<file path="config.mk">
export PLATFORM = sky130hd
export DESIGN_NAME = uart_tx_serializer
export DESIGN_NICKNAME = d
export VERILOG_FILES = /design/src/rtl/uart_tx_serializer.sv
export SDC_FILE = /design/constraint.sdc
export NUM_CORES = 1
export LEC_CHECK = 0
export BUFFER_PORTS_ARGS = -buffer_cell sky130_fd_sc_hd__buf_4
export CAP_MARGIN = 10
export CORE_ASPECT_RATIO = 1.5
export CORE_MARGIN = 2
export CORE_UTILIZATION = 62
export DETAILED_ROUTE_END_ITERATION = 12
export PLACE_DENSITY = 0.86
export SLEW_MARGIN = 20
export SYNTH_ARGS = -nofsm -noshare
export SYNTH_HDL_FRONTEND = slang
export SYNTH_SLANG_ARGS = --single-unit
</file>
<file path="constraint.sdc">
create_clock -name pclk -period 12.95 [get_ports pclk]
set_input_delay 3.885 -clock pclk [delete_from_list [all_inputs] [get_ports pclk]]
set_output_delay 3.885 -clock pclk [all_outputs]
set_load 0.005 [all_outputs]
</file>
<file path="src/rtl/uart_tx_serializer.sv">
// uart_tx_serializer
//   Serialises one character per accepted tx_valid/tx_ready handshake into an
//   asynchronous serial frame: start bit, 5..8 data bits (LSB or MSB first),
//   optional even/odd parity, and 1, 1.5 or 2 stop bits.
//   The bit period is baudrate_divisor * oversampling_bits pclk cycles.
//
// Ports
//   pclk, areset       clock, asynchronous active-low reset
//   baudrate_divisor   pclk cycles per oversample tick
//   oversampling_bits  ticks per bit (2/4/6/8)
//   uart_type          data bits per frame (5..8)
//   stop_bit           0 = 1.5, 1 = 1, 2 = 2 stop bits
//   msb_first          1 = MSB first, 0 = LSB first
//   parity_en          parity bit enable
//   parity_type        0 = even, 1 = odd
//   tx_valid/tx_data   character handshake, tx_ready high only in IDLE
//   tx                 serial line (idle high)
//   busy               frame in progress
//   done               one-cycle pulse on the final stop cycle
//   cfg_err            one-cycle pulse after accepting an invalid configuration
module uart_tx_serializer #(
  parameter int unsigned CHAR_LENGTH = 8,
  parameter int unsigned DIV_WIDTH   = 16
) (
  input  logic                   pclk,
  input  logic                   areset,
  input  logic [DIV_WIDTH-1:0]   baudrate_divisor,
  input  logic [3:0]             oversampling_bits,
  input  logic [3:0]             uart_type,
  input  logic [1:0]             stop_bit,
  input  logic                   msb_first,
  input  logic                   parity_en,
  input  logic                   parity_type,
  input  logic                   tx_valid,
  input  logic [CHAR_LENGTH-1:0] tx_data,
  output logic                   tx_ready,
  output logic                   tx,
  output logic                   busy,
  output logic                   done,
  output logic                   cfg_err
);

  localparam int unsigned PW = DIV_WIDTH + 4;  // full divisor * oversampling product
  localparam int unsigned CW = PW + 1;         // room for a two-bit-period stop

  typedef enum logic [2:0] {IDLE, START, DATA, PARITY, STOP} state_t;

  state_t                 state, state_next;
  logic                   rdy_en;
  logic [PW-1:0]          period_q;
  logic [CW-1:0]          stop_len_q;
  logic [CW-1:0]          cnt;
  logic [CW-1:0]          dur;
  logic [3:0]             bit_idx;
  logic [3:0]             nbits_q;
  logic [CHAR_LENGTH-1:0] data_q;
  logic                   msb_q, par_en_q, par_odd_q;
  logic                   cfg_err_q;

  logic                   accept, cfg_ok, last;
  logic [PW-1:0]          period_in;
  logic [CW-1:0]          stop_len_in;
  logic [3:0]             sel;
  logic                   data_bit, par_bit;

  assign accept = tx_valid && tx_ready;

  always_comb begin
    cfg_ok = (baudrate_divisor != '0)
          && (oversampling_bits inside {4'd2, 4'd4, 4'd6, 4'd8})
          && (uart_type >= 4'd5) && (uart_type <= 4'd8)
          && (32'(uart_type) <= CHAR_LENGTH)
          && (stop_bit != 2'd3);
  end

  always_comb begin
    period_in = PW'(baudrate_divisor) * PW'(oversampling_bits);
    case (stop_bit)
      2'd0:    stop_len_in = CW'(period_in) + CW'(period_in >> 1);
      2'd2:    stop_len_in = {period_in, 1'b0};
      default: stop_len_in = CW'(period_in);
    endcase
  end

  // Every state except STOP lasts one bit period; DATA repeats it per bit.
  assign dur  = (state == STOP) ? stop_len_q : CW'(period_q);
  assign last = (cnt == dur - CW'(1));

  always_ff @(posedge pclk or negedge areset) begin
    if (!areset) state <= IDLE;
    else         state <= state_next;
  end

  always_comb begin
    state_next = state;
    case (state)
      IDLE:   if (accept && cfg_ok) state_next = START;
      START:  if (last) state_next = DATA;
      DATA:   if (last && (bit_idx == nbits_q - 4'd1))
                state_next = par_en_q ? PARITY : STOP;
      PARITY: if (last) state_next = STOP;
      STOP:   if (last) state_next = IDLE;
      default: state_next = IDLE;
    endcase
  end

  always_ff @(posedge pclk or negedge areset) begin
    if (!areset) begin
      rdy_en     <= 1'b0;
      cnt        <= '0;
      bit_idx    <= '0;
      period_q   <= '0;
      stop_len_q <= '0;
      nbits_q    <= '0;
      data_q     <= '0;
      msb_q      <= 1'b0;
      par_en_q   <= 1'b0;
      par_odd_q  <= 1'b0;
      cfg_err_q  <= 1'b0;
    end else begin
      rdy_en    <= 1'b1;
      cfg_err_q <= accept && !cfg_ok;

      if (state == IDLE || last) cnt <= '0;
      else                       cnt <= cnt + CW'(1);

      if (state != DATA) bit_idx <= '0;
      else if (last)     bit_idx <= bit_idx + 4'd1;

      if (accept) begin
        period_q   <= period_in;
        stop_len_q <= stop_len_in;
        nbits_q    <= uart_type;
        data_q     <= tx_data;
        msb_q      <= msb_first;
        par_en_q   <= parity_en;
        par_odd_q  <= parity_type;
      end
    end
  end

  // MSB-first walks the active field downwards from bit nbits-1.
  always_comb begin
    sel      = msb_q ? (nbits_q - 4'd1 - bit_idx) : bit_idx;
    data_bit = 1'b1;
    par_bit  = par_odd_q;
    for (int unsigned i = 0; i < CHAR_LENGTH; i++) begin
      if (sel == 4'(i))     data_bit = data_q[i];
      if (4'(i) < nbits_q)  par_bit  = par_bit ^ data_q[i];
    end
  end

  always_comb begin
    tx = 1'b1;
    case (state)
      START:   tx = 1'b0;
      DATA:    tx = data_bit;
      PARITY:  tx = par_bit;
      default: tx = 1'b1;
    endcase
  end

  assign tx_ready = rdy_en && (state == IDLE);
  assign busy     = (state != IDLE);
  assign done     = (state == STOP) && last;
  assign cfg_err  = cfg_err_q;

endmodule

</file>
Word level (Yosys, flattened, before mapping) --
Cells that the tools add are included.
Cells by class: mux-type cells 30, reductions and logical operators 21, add/sub/neg operators 6, equality and inequality tests 25, bitwise operators 8, multiply operators 1, magnitude comparators 11
Operators with widths (number):
- $mux W21 | 2
- $pmux W21 S2 | 1
- $eq A4 B3 Y1 const B | 6
- $add A20 B19 Y21 | 1
- $add A21 B1 Y21 const B | 1
- $eq A21 B21 Y1 | 1
- $sub A21 B1 Y21 const B | 1
- $mul A16 B4 Y20 | 1
- $mux W3 | 6
- $lt A3 B4 Y1 const A | 4
- $mux W1 | 16
- $reduce_bool A16 Y1 | 1
- $pmux W3 S5 | 1
- $eq A4 B2 Y1 const B | 3
- $mux W4 | 3
- $ne A2 B2 Y1 const B | 6
- $logic_and A1 B1 Y1 | 11
- $le A4 B4 Y1 const B | 2
- $lt A1 B4 Y1 const A | 2
- $lt A2 B4 Y1 const A | 2
- $xor A1 B1 Y1 | 8
- $eq A3 B2 Y1 const B | 2
- $reduce_and A5 Y1 | 1
- $add A4 B1 Y4 const B | 1
- other kinds (19) | 19
Storage, ports and cells: bits in registers 86, output and inout port bits 5, word-level logic and storage cells 114

Longest topological paths before layout --
depth after elaboration 17, mapped depth 24, gate-level depth less buffers 23

Least setup slack after synthesis --
OpenSTA, ideal clock, no wires.
path kind input-to-reg, start point in oversampling_bits[3], end point reg stop_len_q[19], buffers on the path 1, stages on the path 21, data arrival time 8789 ps, path slack 4078 ps, library setup time 83 ps, cell sequence clkbuf_1 > nand2_1 > fa_1 > fa_1 > inv_1 > fa_1 > a211oi_1 > nor3_1 > or3_1 > a211oi_1 > xnor2_1 > ha_1 > a21o_1 > a21o_1 > a21oi_1 > o21a_1 > o21ai_0 > a41oi_1 > xnor2_1 > mux2_2 > o21ai_0
On the way: word-level cells in the longest chain between the ends 3
Ends and longest elaborated chain:
- start, declared | RTL line 28 | input logic [3:0] oversampling_bits,
- $mul A16 B4 Y20 (*) | RTL line 77 | period_in = PW'(baudrate_divisor) * PW'(oversampling_bits);
- $add A20 B19 Y21 | RTL line 79 | 2'd0: stop_len_in = CW'(period_in) + CW'(period_in >> 1);
- $pmux W21 S2 (*) | RTL line 78 | case (stop_bit)
- end signal, assigned | RTL line 132 | stop_len_q <= stop_len_in;
- end, declared | RTL line 51 | logic [CW-1:0] stop_len_q;
Mark *: on every way between the ends. The rest lies on a longest branch, timed or not. A chain may end at the register's enable or synchronous reset.

Worst setup path in the final report --
Same ends and word-level chain as after synthesis.

==> summary.md <==
| Metric | Value |
|---|---|
| Switching Share | 0.401 |
| Drt first-iter violations | roughly 460 |
| CTS max path bufs | 2 |
| Layout fillers | 1100 |
| Largest net degree at the start of global routing | slightly below 80 |
| Top FF cell, synth | dfrtp_1 |
| Most used cell along the critical path | inv_1 |
| Clock sink total | 86 |
| Number of synthesized flops with an enable pin | 0 |
| Final slew viol count | 0 |
| Ys async rst share | 1.00 |
| Most common cell in the netlist | nand2_1 |
| Reg power frac | 0.229 |
| Crit end category | flop |
| HP Start | data_q[5]$_DFFE_PN0P_ |
| Synth top area share | 0.251 |
| N_diodes | 0 |
| Psw | about 0.47 mW |
| Worst-case clock skew | between 0.009 and 0.01 ns |
| Post-layout nets | between 1000 and 1500 |
| Worst-path cell chain | buf_4, and2_1, fa_1, inv_1, fa_1, inv_1, ha_1, a21o_1, a21oi_1, a211oi_1, nor3_1, nor3_1, inv_1, ha_1, nand4_1, or2_2, o21a_1, o21ai_0, a41oi_1, xnor2_1, mux2_2, o21ai_0 |
| Sequential-to-total area share from yosys stat | 0.251 |
| Area occupied by multi-input gates | slightly below 6000 um2 |
| Num rows | 52 |
| Tot GR Track Use | 0.267 |
| Grt total ovfl | 0 |
| Crit path kind | input pin to flop |
| DP HPWL | 14900 um |
| Placer Congestion | around 0.9 |
| Worst skew pair latency | around 0.35 ns |
| Root buffer cell | clkbuf_16 |
| Synthesized Nets | around 1200 |
| Synth cell count leaders | 177 x nand2_1, 86 x dfrtp_1, 80 x nor2_1 |
| Setup TNS Final | 0 ns |
| Final ANT Viol Nets | 0 |
| Synth warn | 0 |
| Vias | 7572 |
| Number of global-route vias before repair | roughly 7300 |
| Die height | between 100 and 150 um |
| Logic pwr share | 0.535 |
| Synth cell types | 74 |
| FF-to-FF End | cnt[8]$_DFF_PN0_ |
| LEAKAGE | 4.46 nW |
| WL/cell | 15.5 um |
| Reg2Reg Depth | 11 |
| Mapped Cells | 1070 |
| Clock power frac | 0.236 |
| Crit path time final | 9.05 ns |
| Crit-path max FO | 17 |
| Hold depth | 2 |
| Vias per cell | about 6 |
| Crit path DAT | roughly 9.3 ns |
| Dpl ws | 3.53 ns |
| Share of cells above drive strength 1 | 0.0752 |
| DRC viols | 0 |
| Final WS setup | around 3.9 ns |
| CP bufs+invs | 4 |
| Worst vdd ir | slightly above 0.07 mV |
| Critical path origin | oversampling_bits[3] |
| Layout area overhead | 7.99% |
| Core area | 13500 um2 |
| Setup violations, final | 0 |
| CTS tree | yes |
| Pwr per Cell Area | between 100 and 150 nW/um2 |
| Biggest area consumer among synthesized cells | dfrtp_1 |
| Final Cycle Share | 0.699 |
| Hold_buf cts | 0 |
| Worst Setup Start Kind | input pin |
| RSZ-0062 raised after global routing | no |
| Fmax | approximately 110 MHz |
| Antenna violations before repair | 0 |
| CTS Buf Count | 9 |
| Starting density of the core | 0.633 |
| Hold Crit Class | flop to flop |
| Delay-heaviest family, CP | adder cells |
| Reg clk slew, reported paths | about 0.07 ns |
| Mapped Area | between 8000 and 9000 um2 |
| Fin. Hold Viols | 0 |
| Sequential cell area | 2150 um2 |
| P_int | 0.703 mW |
| Mapped Avg Cell Area | 8.01 um2 |
| H-tree depth | 3 |
| I/O Buffers | 44 |
| Die ar. | 14800 um2 |
| CTS resizes | 0 |
| Crit path required time | 13.21 ns |
| Flop-to-flop setup slack | around 8.4 ns |
| Max cap viols | 0 |
| CP max-delay cell | a211oi_1 |
| # Post-CTS Setup Buffers | 0 |
| Hold Path Sink | data_q[5]$_DFFE_PN0P_ |
| IO Pins | 45 |
| Drt total wl | slightly below 20000 um |
| First-pass GRT wire length | ~33000 um |
| Yosys reg bits | 86 |
| Outcome | finished clean |
| CP max stage delay | roughly 0.59 ns |
| Drt first pass iters | 6 |
| Synth top area cells | dfrtp_1 25%, nand2_1 7.8%, ha_1 7.7% |
| Reg-to-reg critical path startpoint | state[0]$_DFFE_PN0P_ |
| Worst-Margin Slew | 0.828 ns |
| Rel. slew slack | 0.445 |
| Die Wd | 100 um |
## stage by stage
step | hold WS, ns | area (um2) | cells | util | power (mW)
floorplan | 0.454 | 8570 | 1070 | - | 0.773
global placement | 0.477 | 8940 | 1238 | 0.661 | 0.873
detailed placement | 0.484 | 8940 | 1238 | 0.661 | 0.891
CTS | 0.501 | 9250 | 1253 | 0.684 | 1.17
global route | 0.528 | 9250 | 1253 | 0.684 | 1.27
finish | 0.499 | 9250 | 1253 | 0.684 | 1.17
## power groups by stage
stage               Sequential [mW]  Clock (mW)  Combinational (mW)
floorplan                     0.274           0               0.499
global placement              0.274           0               0.599
detailed placement            0.274           0               0.617
CTS                           0.269       0.278               0.621
global route                  0.269       0.289               0.708
finish                        0.269       0.277               0.629
## cells by family after synthesis
group,synth area share
and+or+nand+nor,0.248
muxes,0.0369
buffers and inverters,0.0567
adders and majority gates,0.147
xor gates and xnor gates,0.0905
DFF,0.251
AOI/OAI and AO/OA,0.168
other,0.000438
## per-layer routing
metal / track usage / vias to the layer above / wire, um
met1: 0.331 / 3610 / 8150
met5: 0 / - / 0
met2: 0.486 / 194 / 10200
met4: 0.0726 / 0 / 295
li1: - / 3745 / -
met3: 0.0303 / 23 / 696
## registers in the layout (all words and copies together) (netlist names)
register	flops
bit_idx	4
stop_len_q	21
cfg_err	1
cnt	21
state	3
rdy_en	1
nbits_q	4
msb_q	1
period_q	20
par_en_q	1
par_odd_q	1
data_q	8
## area by class of cell
| class | instances | area share |
|---|---|---|
| Tap cell | 162 | 0.0219 |
| Multi-Input combinational cell | 866 | 0.642 |
| Inverter | 76 | 0.0308 |
| Sequential cell | 86 | 0.233 |
| Clock buffer | 10 | 0.0247 |
| Timing Repair Buffer | 48 | 0.0389 |
| Clock inverter | 5 | 0.00906 |
## how the worst max path moves through the flow
stage,to,depth (start not counted)
5_1_grt,stop_len_q[19]$_DFFE_PN0P_,23
3_3_place_gp,stop_len_q[19]$_DFFE_PN0P_,22
6_report,stop_len_q[19]$_DFFE_PN0P_,22
3_5_place_dp,stop_len_q[19]$_DFFE_PN0P_,22
2_1_floorplan,stop_len_q[19]$_DFFE_PN0P_,21
4_1_cts,stop_len_q[19]$_DFFE_PN0P_,22
## layout by cell type, fill, tap and decap left out, types with 9 or more instances in the layout
master,count
a21o_1,14
xnor2_1,48
clkbuf_16,9
xor2_1,38
mux2i_1,26
or3_1,13
buf_4,48
nor2_1,80
a21oi_1,44
o21ai_0,64
dfrtp_1,86
nor4_1,10
inv_1,76
nand2_1,176
o211ai_1,14
nand4_1,14
and3_1,16
ha_1,53
a211oi_1,16
or4_1,9
and2_1,45
nand3_1,20
fa_1,30
nor3_1,27
## worst reg2reg max path: stages (launching register included)
cell and delay [ns]:
dfrtp_1 0.50, nor3b_4 0.22, buf_4 0.43, mux2i_1 0.36, ha_1 0.38, o2111ai_2 0.28, or3_1 0.46, o22ai_1 0.21
nand4_1 0.11, or4_1 0.69, nand2_1 0.60, nor2_1 0.13
Note: power is estimated with default switching activity, not from simulation.
